==> config.mk <==
export PLATFORM = sky130hd
export DESIGN_NAME = if_stage
export DESIGN_NICKNAME = d
export VERILOG_FILES = /design/src/rtl/if_stage.sv
export SDC_FILE = /design/constraint.sdc
export NUM_CORES = 1
export LEC_CHECK = 0
export BUFFER_PORTS_ARGS = -buffer_cell sky130_fd_sc_hd__buf_2
export CORE_ASPECT_RATIO = 0.75
export CORE_MARGIN = 4
export CORE_UTILIZATION = 23
export CTS_BUF_LIST = sky130_fd_sc_hd__clkbuf_8
export DETAILED_ROUTE_END_ITERATION = 7
export GPL_ROUTABILITY_DRIVEN = 0
export SYNTH_ARGS = -nofsm -noshare
export SYNTH_HDL_FRONTEND = slang
export SYNTH_SLANG_ARGS = --single-unit
==> constraint.sdc <==
create_clock -name clk -period 3.4 [get_ports clk]
set_clock_uncertainty 0.15 [all_clocks]
set_input_delay 0.17 -clock clk [delete_from_list [all_inputs] [get_ports clk]]
set_output_delay 0.17 -clock clk [all_outputs]
set_load 0.02 [all_outputs]
==> src/rtl/if_stage.sv <==
// if_stage: program counter and IF/ID pipeline register.
// Redirect beats stall; flush or redirect inserts a bubble.
module if_stage #(
    parameter logic [31:0] RESET_PC = 32'h0000_0000,
    parameter logic [31:0] NOP_INST = 32'h0000_0000
) (
    input  logic        clk,
    input  logic        rst,
    input  logic        stall,
    input  logic        flush,
    input  logic        redirect,
    input  logic [31:0] redirect_pc,
    output logic [31:0] imem_addr,
    input  logic [31:0] imem_data,
    output logic [31:0] ifid_pc_4,
    output logic [31:0] ifid_inst,
    output logic        ifid_valid,
    output logic        misalign,
    output logic [31:0] fetch_count
);

    logic [31:0] pc_q, pc_d;
    logic [31:0] inst_q, inst_d;
    logic [31:0] pc4_q, pc4_d;
    logic        valid_q, valid_d;
    logic        mis_q, mis_d;
    logic [31:0] cnt_q, cnt_d;

    logic [31:0] pc_plus4;
    logic        pc_redir, pc_hold, pc_inc;
    logic        id_bubble, id_hold, id_load;

    assign pc_plus4  = pc_q + 32'd4;

    assign pc_redir  = redirect;
    assign pc_hold   = stall & ~redirect;
    assign pc_inc    = ~stall & ~redirect;

    assign id_bubble = flush | redirect;
    assign id_hold   = stall & ~id_bubble;
    assign id_load   = ~stall & ~id_bubble;

    // Next PC: redirect target, hold, or sequential increment
    always_comb begin
        pc_d = pc_q;
        unique case (1'b1)
            pc_redir: pc_d = {redirect_pc[31:2], 2'b00};
            pc_hold:  pc_d = pc_q;
            pc_inc:   pc_d = pc_plus4;
            default:  pc_d = pc_q;
        endcase
    end

    // Next IF/ID contents, sticky misalign flag and fetch counter
    always_comb begin
        inst_d  = inst_q;
        pc4_d   = pc4_q;
        valid_d = valid_q;
        cnt_d   = cnt_q;
        mis_d   = mis_q | (redirect & (|redirect_pc[1:0]));
        unique case (1'b1)
            id_bubble: begin
                inst_d  = NOP_INST;
                pc4_d   = 32'd0;
                valid_d = 1'b0;
            end
            id_hold: begin
                inst_d  = inst_q;
                pc4_d   = pc4_q;
                valid_d = valid_q;
            end
            id_load: begin
                inst_d  = imem_data;
                pc4_d   = pc_plus4;
                valid_d = 1'b1;
                cnt_d   = cnt_q + 32'd1;
            end
            default: begin
                inst_d  = inst_q;
            end
        endcase
    end

    // State registers with synchronous active-low reset
    always_ff @(posedge clk) begin
        if (!rst) begin
            pc_q    <= RESET_PC;
            inst_q  <= NOP_INST;
            pc4_q   <= 32'd0;
            valid_q <= 1'b0;
            mis_q   <= 1'b0;
            cnt_q   <= 32'd0;
        end else begin
            pc_q    <= pc_d;
            inst_q  <= inst_d;
            pc4_q   <= pc4_d;
            valid_q <= valid_d;
            mis_q   <= mis_d;
            cnt_q   <= cnt_d;
        end
    end

    assign imem_addr   = pc_q;
    assign ifid_inst   = inst_q;
    assign ifid_pc_4   = pc4_q;
    assign ifid_valid  = valid_q;
    assign misalign    = mis_q;
    assign fetch_count = cnt_q;

endmodule

---- Yosys cells after proc, flatten, opt, wreduce, memory -nomap -nowiden ----
Cells that the tools add are included.
operators by class
  add/subtract/negate cells ............... 2
  multiplexer cells ....................... 4
  bitwise gates (word level) .............. 8
  reductions and logical operators ........ 3
operators with widths
  cell                   count
  $pmux 32 s2            3
  $add 32x1->32 const B  1
  $add 32x3->32 const B  1
  $reduce_bool 2->1      2
  $and 1x1->1            3
  $not 1->1              3
  $or 1x1->1             2
  $pmux 1 s2             1
  $reduce_or 2->1        1
storage, ports and cells
  register bits ........................... 130
  output and inout bits ................... 130

---- Logic depth before layout (Yosys ltp) ----
Gate-level depths: netlist (run 1).
  depth after elaboration ................. 4
  depth in mapped cells ................... 8
  mapped depth without buffers ............ 6

---- Least setup slack after synthesis (run 1) ----
No wires, ideal clock.
  kind .................................... flip-flop to flip-flop
  start point ............................. reg cnt_q[0] (netlist: fetch_count[0])
  end point ............................... reg cnt_q[10] (netlist: fetch_count[10])
  data arrival time ....................... 2105 ps
  data required time ...................... 3180 ps
  slack ................................... 1075 ps
  stages on the path, launching flop included .. 7
  buffers on the path ..................... 1
  clock period less this slack ............ 2325 ps
  cells stage by stage .................... dfxtp_1 ha_1 or4b_4 or4_1 clkbuf_1 or3_1 a21boi_1
between the ends
  longest elaborated chain between the ends .. 1
RTL lines
  element                   line  RTL
  start: declaration        27    logic [31:0] cnt_q, cnt_d;
  start signal: assignment  99    cnt_q <= cnt_d;
  $add 32x1->32             76    cnt_d = cnt_q + 32'd1;
Every way passes these cells.
A chain may end at the register's enable or synchronous reset.

---- Worst setup path after layout (run 1) ----
  start point ............................. reg cnt_q[0] (netlist: fetch_count[0])
  end point ............................... reg cnt_q[28] (netlist: fetch_count[28])
The elaborated chain is that of the path after synthesis.

==> results of run 1 <==
synthesized netlist by cell type (2+ instances only):
cell | number | area share, %
and3_1 | 8 | 0.87
or4_1 | 2 | 0.26
nand4_1 | 20 | 2.2
mux2i_1 | 2 | 0.35
clkbuf_1 | 43 | 2.8
nor2_1 | 23 | 1.5
a22oi_1 | 40 | 5.2
nand2b_1 | 2 | 0.22
buf_6 | 2 | 0.39
inv_1 | 5 | 0.33
and2_1 | 31 | 3.4
and4_1 | 9 | 1.4
a21oi_1 | 23 | 2.0
nor2b_1 | 43 | 4.7
nand4b_1 | 4 | 0.61
nor4_1 | 4 | 0.43
xor2_1 | 32 | 4.9
xnor2_1 | 49 | 7.4
o211a_1 | 5 | 0.87
nand2_1 | 54 | 3.5
a21boi_1 | 5 | 0.65
dfxtp_1 | 126 | 44
o21ai_0 | 51 | 4.4
or3_1 | 5 | 0.54
nor3_1 | 6 | 0.52
ha_1 | 2 | 0.43
buf_4 | 4 | 0.52
or2_2 | 5 | 0.54
nand3_1 | 33 | 2.9
nor4_2 | 2 | 0.43
a21boi_0 | 2 | 0.26
path summary, 6_finish.rpt:
check,from,cells after the start,slack [ns],end
worst min-delay path,redirect,3,0.03,imem_addr[25]$_SDFFE_PN0P_
worst min register to register,ifid_pc_4[29]$_SDFFE_PN0P_,2,0.30,ifid_pc_4[29]$_SDFFE_PN0P_
worst max register to register,fetch_count[0]$_SDFFE_PN0P_,6,0.95,fetch_count[28]$_SDFFE_PN0P_
worst max-delay path,fetch_count[0]$_SDFFE_PN0P_,6,0.95,fetch_count[28]$_SDFFE_PN0P_
state kept, by name, indices dropped and copies added, names as in the netlist:
signal / cells
misalign: 1
imem_addr: 30
fetch_count: 32
ifid_pc_4: 30
ifid_valid: 1
ifid_inst: 32
through the flow:
stage          setup WS [ns]  utilization (%)
3_5_place_dp           0.953             28.9
6_report               0.945             33.1
3_3_place_gp           0.935             28.9
4_1_cts                0.927             33.1
2_1_floorplan           1.07                -
5_1_grt                0.736             33.1
metal layers:
layer | global-route usage [%] | vias to the layer above | wire length (um)
li1 | - | 2747 | -
met1 | 19.1 | 2607 | 9410
met2 | 20.6 | 153 | 8580
met3 | 5.91 | 14 | 1610
met4 | 3.37 | 0 | 206
met5 | 0 | - | 0
power by group through the flow:
stage	logic, mW	clock network [mW]	registers, mW
after floorplan	0.146	0	1.63
after global placement	0.298	0	1.60
after detailed placement	0.300	0	1.60
after CTS	0.360	1.40	1.57
after global routing	0.390	1.46	1.58
final	0.357	1.34	1.57
layout make-up:
cell class | count | area [um^2]
clock inverters | 15 | 156
multi-input cells | 475 | 3030
diodes | 1 | 2.50
clock buffers | 17 | 234
well taps | 331 | 414
repair buffers | 267 | 1680
fillers | 2593 | 16300
inverters | 6 | 22.5
flip-flops and latches | 126 | 2520
kinds of logic (layout without fill, tap and decap cells):
group,after synthesis,count (layout)
adder cells (fa/ha/maj),2,2
buffers and inverters,56,305
XOR/XNOR,81,81
flip-flops,126,126
multiplexers,2,2
other,1,5
AO/OA/AOI/OAI,128,128
AND/OR/NAND/NOR,258,258
worst max-delay path: cells and delay by family (launching register included):
family | cells | cell delay (ns)
fa+ha+maj | 1 | 0.17
flops | 1 | 0.41
simple gates | 4 | 1.45
xor+xnor | 1 | 0.17
==> reports/qor.yml, run 1 <==
area_delta_synth_final_pct: 39.6
drtIter0Drc: 285
clkSinkCount: 126
finalCriticalPeriod_ns: 2.45
track_usage_pct: 14.0
crit_fanout: 8
synthAdderAreaFrac_pct: 0.434
dpl_cell_area_um2: 7030
setup_viol: 0
p_leak_nw: 3.32
coreArea_um2: 24300
yosysUniqueCellTypes: 43
max_slew_margin_pct: 41.6
rows: 49
layout_commonest_cell: "buf_2"
numPlacedInstances: 1141
grt_pass1_vias: 5428
postCtsSetupRepairBufs: 0
synth_compound_area_share_pct: 13.7
tightest_slew_ns: 0.876
dr.pass1.iters: 5
dieArea_um2: 27700
dieWidth_um: 191
detail-route-antenna-nets: 0
cpPeakStageDelay_ns: 0.61
crit_chain: "ha_1 -> or4b_4 -> nor4_2 -> nand4_1 -> xnor2_1 -> and2_1"
vias: 5521
grt_antenna_before_repair: 1
dp_hpwl_um: 14100
synth_xor_area_share_pct: 12.3
ir_drop_v: 0.000221
holdBufCountCts: 64
p_int_mw: 2.39
synth_edf_count: 0
cts_tree: "yes"
routed_wl_um: 19800
seqPwrFrac_pct: 48.0
hp-class: "in2reg"
syn_avg_cell_area_um2: 8.83
synth_top_family_by_area: "simple AND/OR/NAND/NOR gates"
p_per_area_nw_per_um2: 406
grt_max_degree: 67
period_share_pct: 72.2
crit_path_start_kind: "register"
finalHoldViolCount: 0
htree_levels: 4
syn_inst: 654
drc: 0
io_pins: 199
ys.flop_type: "dfxtp_1"
fin_nets: 964
maxCapViolCount: 0
start_util_pct: 23.7
yosysSeqAreaShare_pct: 43.7
rsz0062_at_grt: "no"
synthArstFlopShare_pct: 0
whs_ns: 0.0339
numCtsBuffers: 17
cts_root_buf: "clkbuf_8"
pwr-share-comb_pct: 10.9
clk_pin_slew_ns: 0.08
stdcell_count: 1238
yosys.area_share.simple_pct: 25.3
grt_pass1_wl_um: 30900
status: "complete, no violations"
yosysWarnings: 0
die_y_um: 145
cts_resized: 0
timing.fmax_mhz: 407
slew_violations: 0
ys_ff_latch: 126
p_switching_mw: 0.881
synth_area_um2: 5770
final_area_um2: 8060
tns_ns: 0
layout_common_cells: "buf_2 (194), dfxtp_1 (126), dlygate4sd3_1 (64)"
vias_per_cell: 4.46
crit_slowest_cell: "nor4_2"
worstPathArrival_ns: 2.64
p_total_mw: 3.27
portBuffers: 194
drive_gt1_share_pct: 27.0
clockPowerShare_pct: 41.1
sw_frac_of_total_pct: 27.0
crit_required_ns: 3.59
cts_buffer_depth: 2
grt_overflow_total: 0
synthMuxAreaShare_pct: 0.347
critical_path_class: "reg2reg"
clkLatencyLatePin_ns: 0.45
crit_path_end_kind: "register"
wl_per_cell_um: 16.0
Note: power is estimated with default switching activity, not from simulation.
==> run 2, diff against run 1 <==
clock period = 2.1 ns   (was 3.4 ns; I/O delays follow)
==> run 2 against run 1 <==
  * The run now ends with setup timing left
  * Sequential share of layout area is 1.8 points lower
  * Die area is the same
  * Register-to-register slack worse by 0.97 ns
  * Sequential cell count is the same
  * Hold slack better by 0.030 ns
  * Largest power group unchanged
  * Count of clock-buffer cells in the layout is 2 higher
  * Via count rose by 4.1%
==> reports/qor.yml, run 2 (synthesis gave the netlist of run 1 again) <==
p_per_area_nw_per_um2: 617  # +52%
dr.pass1.iters: 4  # -1
drc: 0  # unchanged
dieArea_um2: 27700  # unchanged
numPlacedInstances: 1191  # +4.4%
hold_start: "rst"
crit_path_start_kind: "register"
rows: 49  # unchanged
fin_nets: 1021  # +5.9%
hp-class: "in2reg"
whs_ns: 0.0641  # +0.0302 ns
area_delta_synth_final_pct: 49.0
crit_chain: "ha_4 -> or4b_4 -> or4_4 -> or3_4 -> a21boi_2"
p_leak_nw: 3.64  # +9.6%
rsz0062_at_grt: "yes"
finalCriticalPeriod_ns: 2.12  # -0.333 ns
fin_ws_ns: -0.0217  # -0.967 ns
ir_drop_v: 0.000392  # +77%
critical_path_class: "reg2reg"
dp_hpwl_um: 13700  # -2.4%
coreArea_um2: 24300  # unchanged
stdcell_count: 1293  # +4.4%
finish.utilization_pct: 35.3  # +2.2 points
crit_fanout: 7  # -1
cts_buffer_depth: 2  # unchanged
period_share_pct: 101  # +29 points
cts_tree: "yes"
grt_max_degree: 47  # -30%
grt_overflow_total: 0  # unchanged
layout_commonest_cell: "buf_2"
cpPeakStageDelay_ns: 0.48  # -0.13 ns
crit_required_ns: 2.33  # -1.26 ns
clkSinkCount: 126  # unchanged
clkLatencyLatePin_ns: 0.45  # about the same
cts_root_buf: "clkbuf_8"
reg2reg_from: "fetch_count[0]$_SDFFE_PN0P_"
wl_per_cell_um: 15.1  # -5.4%
worstPathArrival_ns: 2.35  # -0.29 ns
grt_pass1_wl_um: 30700  # -0.76%
drive_gt1_share_pct: 33.0  # +5.9 points
portBuffers: 194  # unchanged
regArea_um2: 2530  # +0.50%
min_path_cells: 4  # +1
io_pins: 199  # unchanged
reg2reg_depth: 5  # -1
track_usage_pct: 13.9  # -0.17 points
vias: 5747  # +4.1%
clk_pin_slew_ns: 0.08  # about the same
crit_path_end_kind: "register"
hold_end: "imem_addr[31]$_SDFFE_PN0P_"
routed_wl_um: 19600  # -1.2%
n_antenna_cell: 0  # -1
numCtsBuffers: 17  # unchanged
multi_input_area_um2: 3100  # +2.5%
finalHoldViolCount: 0  # unchanged
maxCapViolCount: 0  # unchanged
violations: "setup timing"
setup_viol: 1  # +1
layout_common_cells: "buf_2 (194), dfxtp_1 (120), dlygate4sd3_1 (66)"
detail-route-antenna-nets: 0  # unchanged
timing.fmax_mhz: 471  # +16%
grt_antenna_before_repair: 0  # -1
status: "finished, violations left"
regToRegSetupSlack_ns: -0.02  # -0.97 ns
fill_cells: 2547  # -1.8%
htree_levels: 4  # unchanged
vias_per_cell: 4.44  # -0.33%
r2r_end: "fetch_count[14]$_SDFFE_PN0P_"
slew_violations: 0  # unchanged
dieWidth_um: 191  # unchanged
start_util_pct: 23.7  # unchanged
die_y_um: 145  # unchanged
crit_slowest_cell: "or4_4"
grt_pass1_vias: 5552  # +2.3%
drtIter0Drc: 346  # +21%
==> run 2: per-layer routing <==
metal	vias up	share of wire, %	track usage (%)
met5	-	0	0
met4	0	1.4	3.73
met3	20	9.1	5.72
met1	2687	45	18.1
li1	2850	-	-
met2	190	44	21.2
==> run 2: layout make-up <==
type,instances,area share [%]
Multi-Input combinational cell,475,36.1
Sequential cell,126,29.5
Timing Repair Buffer,324,24.9
Tap cell,331,4.82
Clock buffer,19,3.04
Clock inverter,12,1.40
Inverter,6,0.262
==> run 2: worst max path at each step <==
stage,start,end,slack (ns),cells after the start
2_1_floorplan,fetch_count[0]$_SDFFE_PN0P_,fetch_count[10]$_SDFFE_PN0P_,-0.06,6
3_3_place_gp,fetch_count[0]$_SDFFE_PN0P_,fetch_count[10]$_SDFFE_PN0P_,-0.03,5
3_5_place_dp,fetch_count[0]$_SDFFE_PN0P_,fetch_count[14]$_SDFFE_PN0P_,-0.08,5
4_1_cts,fetch_count[0]$_SDFFE_PN0P_,fetch_count[14]$_SDFFE_PN0P_,-0.03,5
5_1_grt,fetch_count[0]$_SDFFE_PN0P_,fetch_count[28]$_SDFFE_PN0P_,-0.11,8
6_report,fetch_count[0]$_SDFFE_PN0P_,fetch_count[14]$_SDFFE_PN0P_,-0.02,5
==> run 2: through the flow <==
stage | cell area (um^2) | TNS, ns | power [mW] | worst slack [ns]
floorplan | 5810 | -0.241 | 2.87 | -0.0643
global placement | 7450 | -0.112 | 3.13 | -0.0303
detailed placement | 7450 | -0.255 | 3.13 | -0.0802
CTS | 8510 | -0.0999 | 5.41 | -0.0343
global route | 8600 | -0.739 | 5.59 | -0.113
finish | 8600 | -0.0217 | 5.31 | -0.0217
==> run 2: worst max-delay path, delay by kind of cell, from the launching register on <==
family / cells / cell delay, ns
fa+ha+maj: 1 / 0.12
compound gates: 1 / 0.13
flops: 1 / 0.36
simple gates: 3 / 1.30
==> run 2: power by group <==
part	total, mW	leakage, nW	switching [mW]	internal [mW]
Combinational	0.674	2.41	0.354	0.320
Sequential	2.50	1.03	0.0509	2.45
Clock	2.13	0.203	1.03	1.10
==> run 2: timing repair <==
item                                    CTS  global route
endpoints found under the setup margin    7            27
pin swaps                                 5             5
endpoints found under the hold margin    65             0
setup buffers                             1             4
hold buffers                             66             0
resized for setup                         2            15
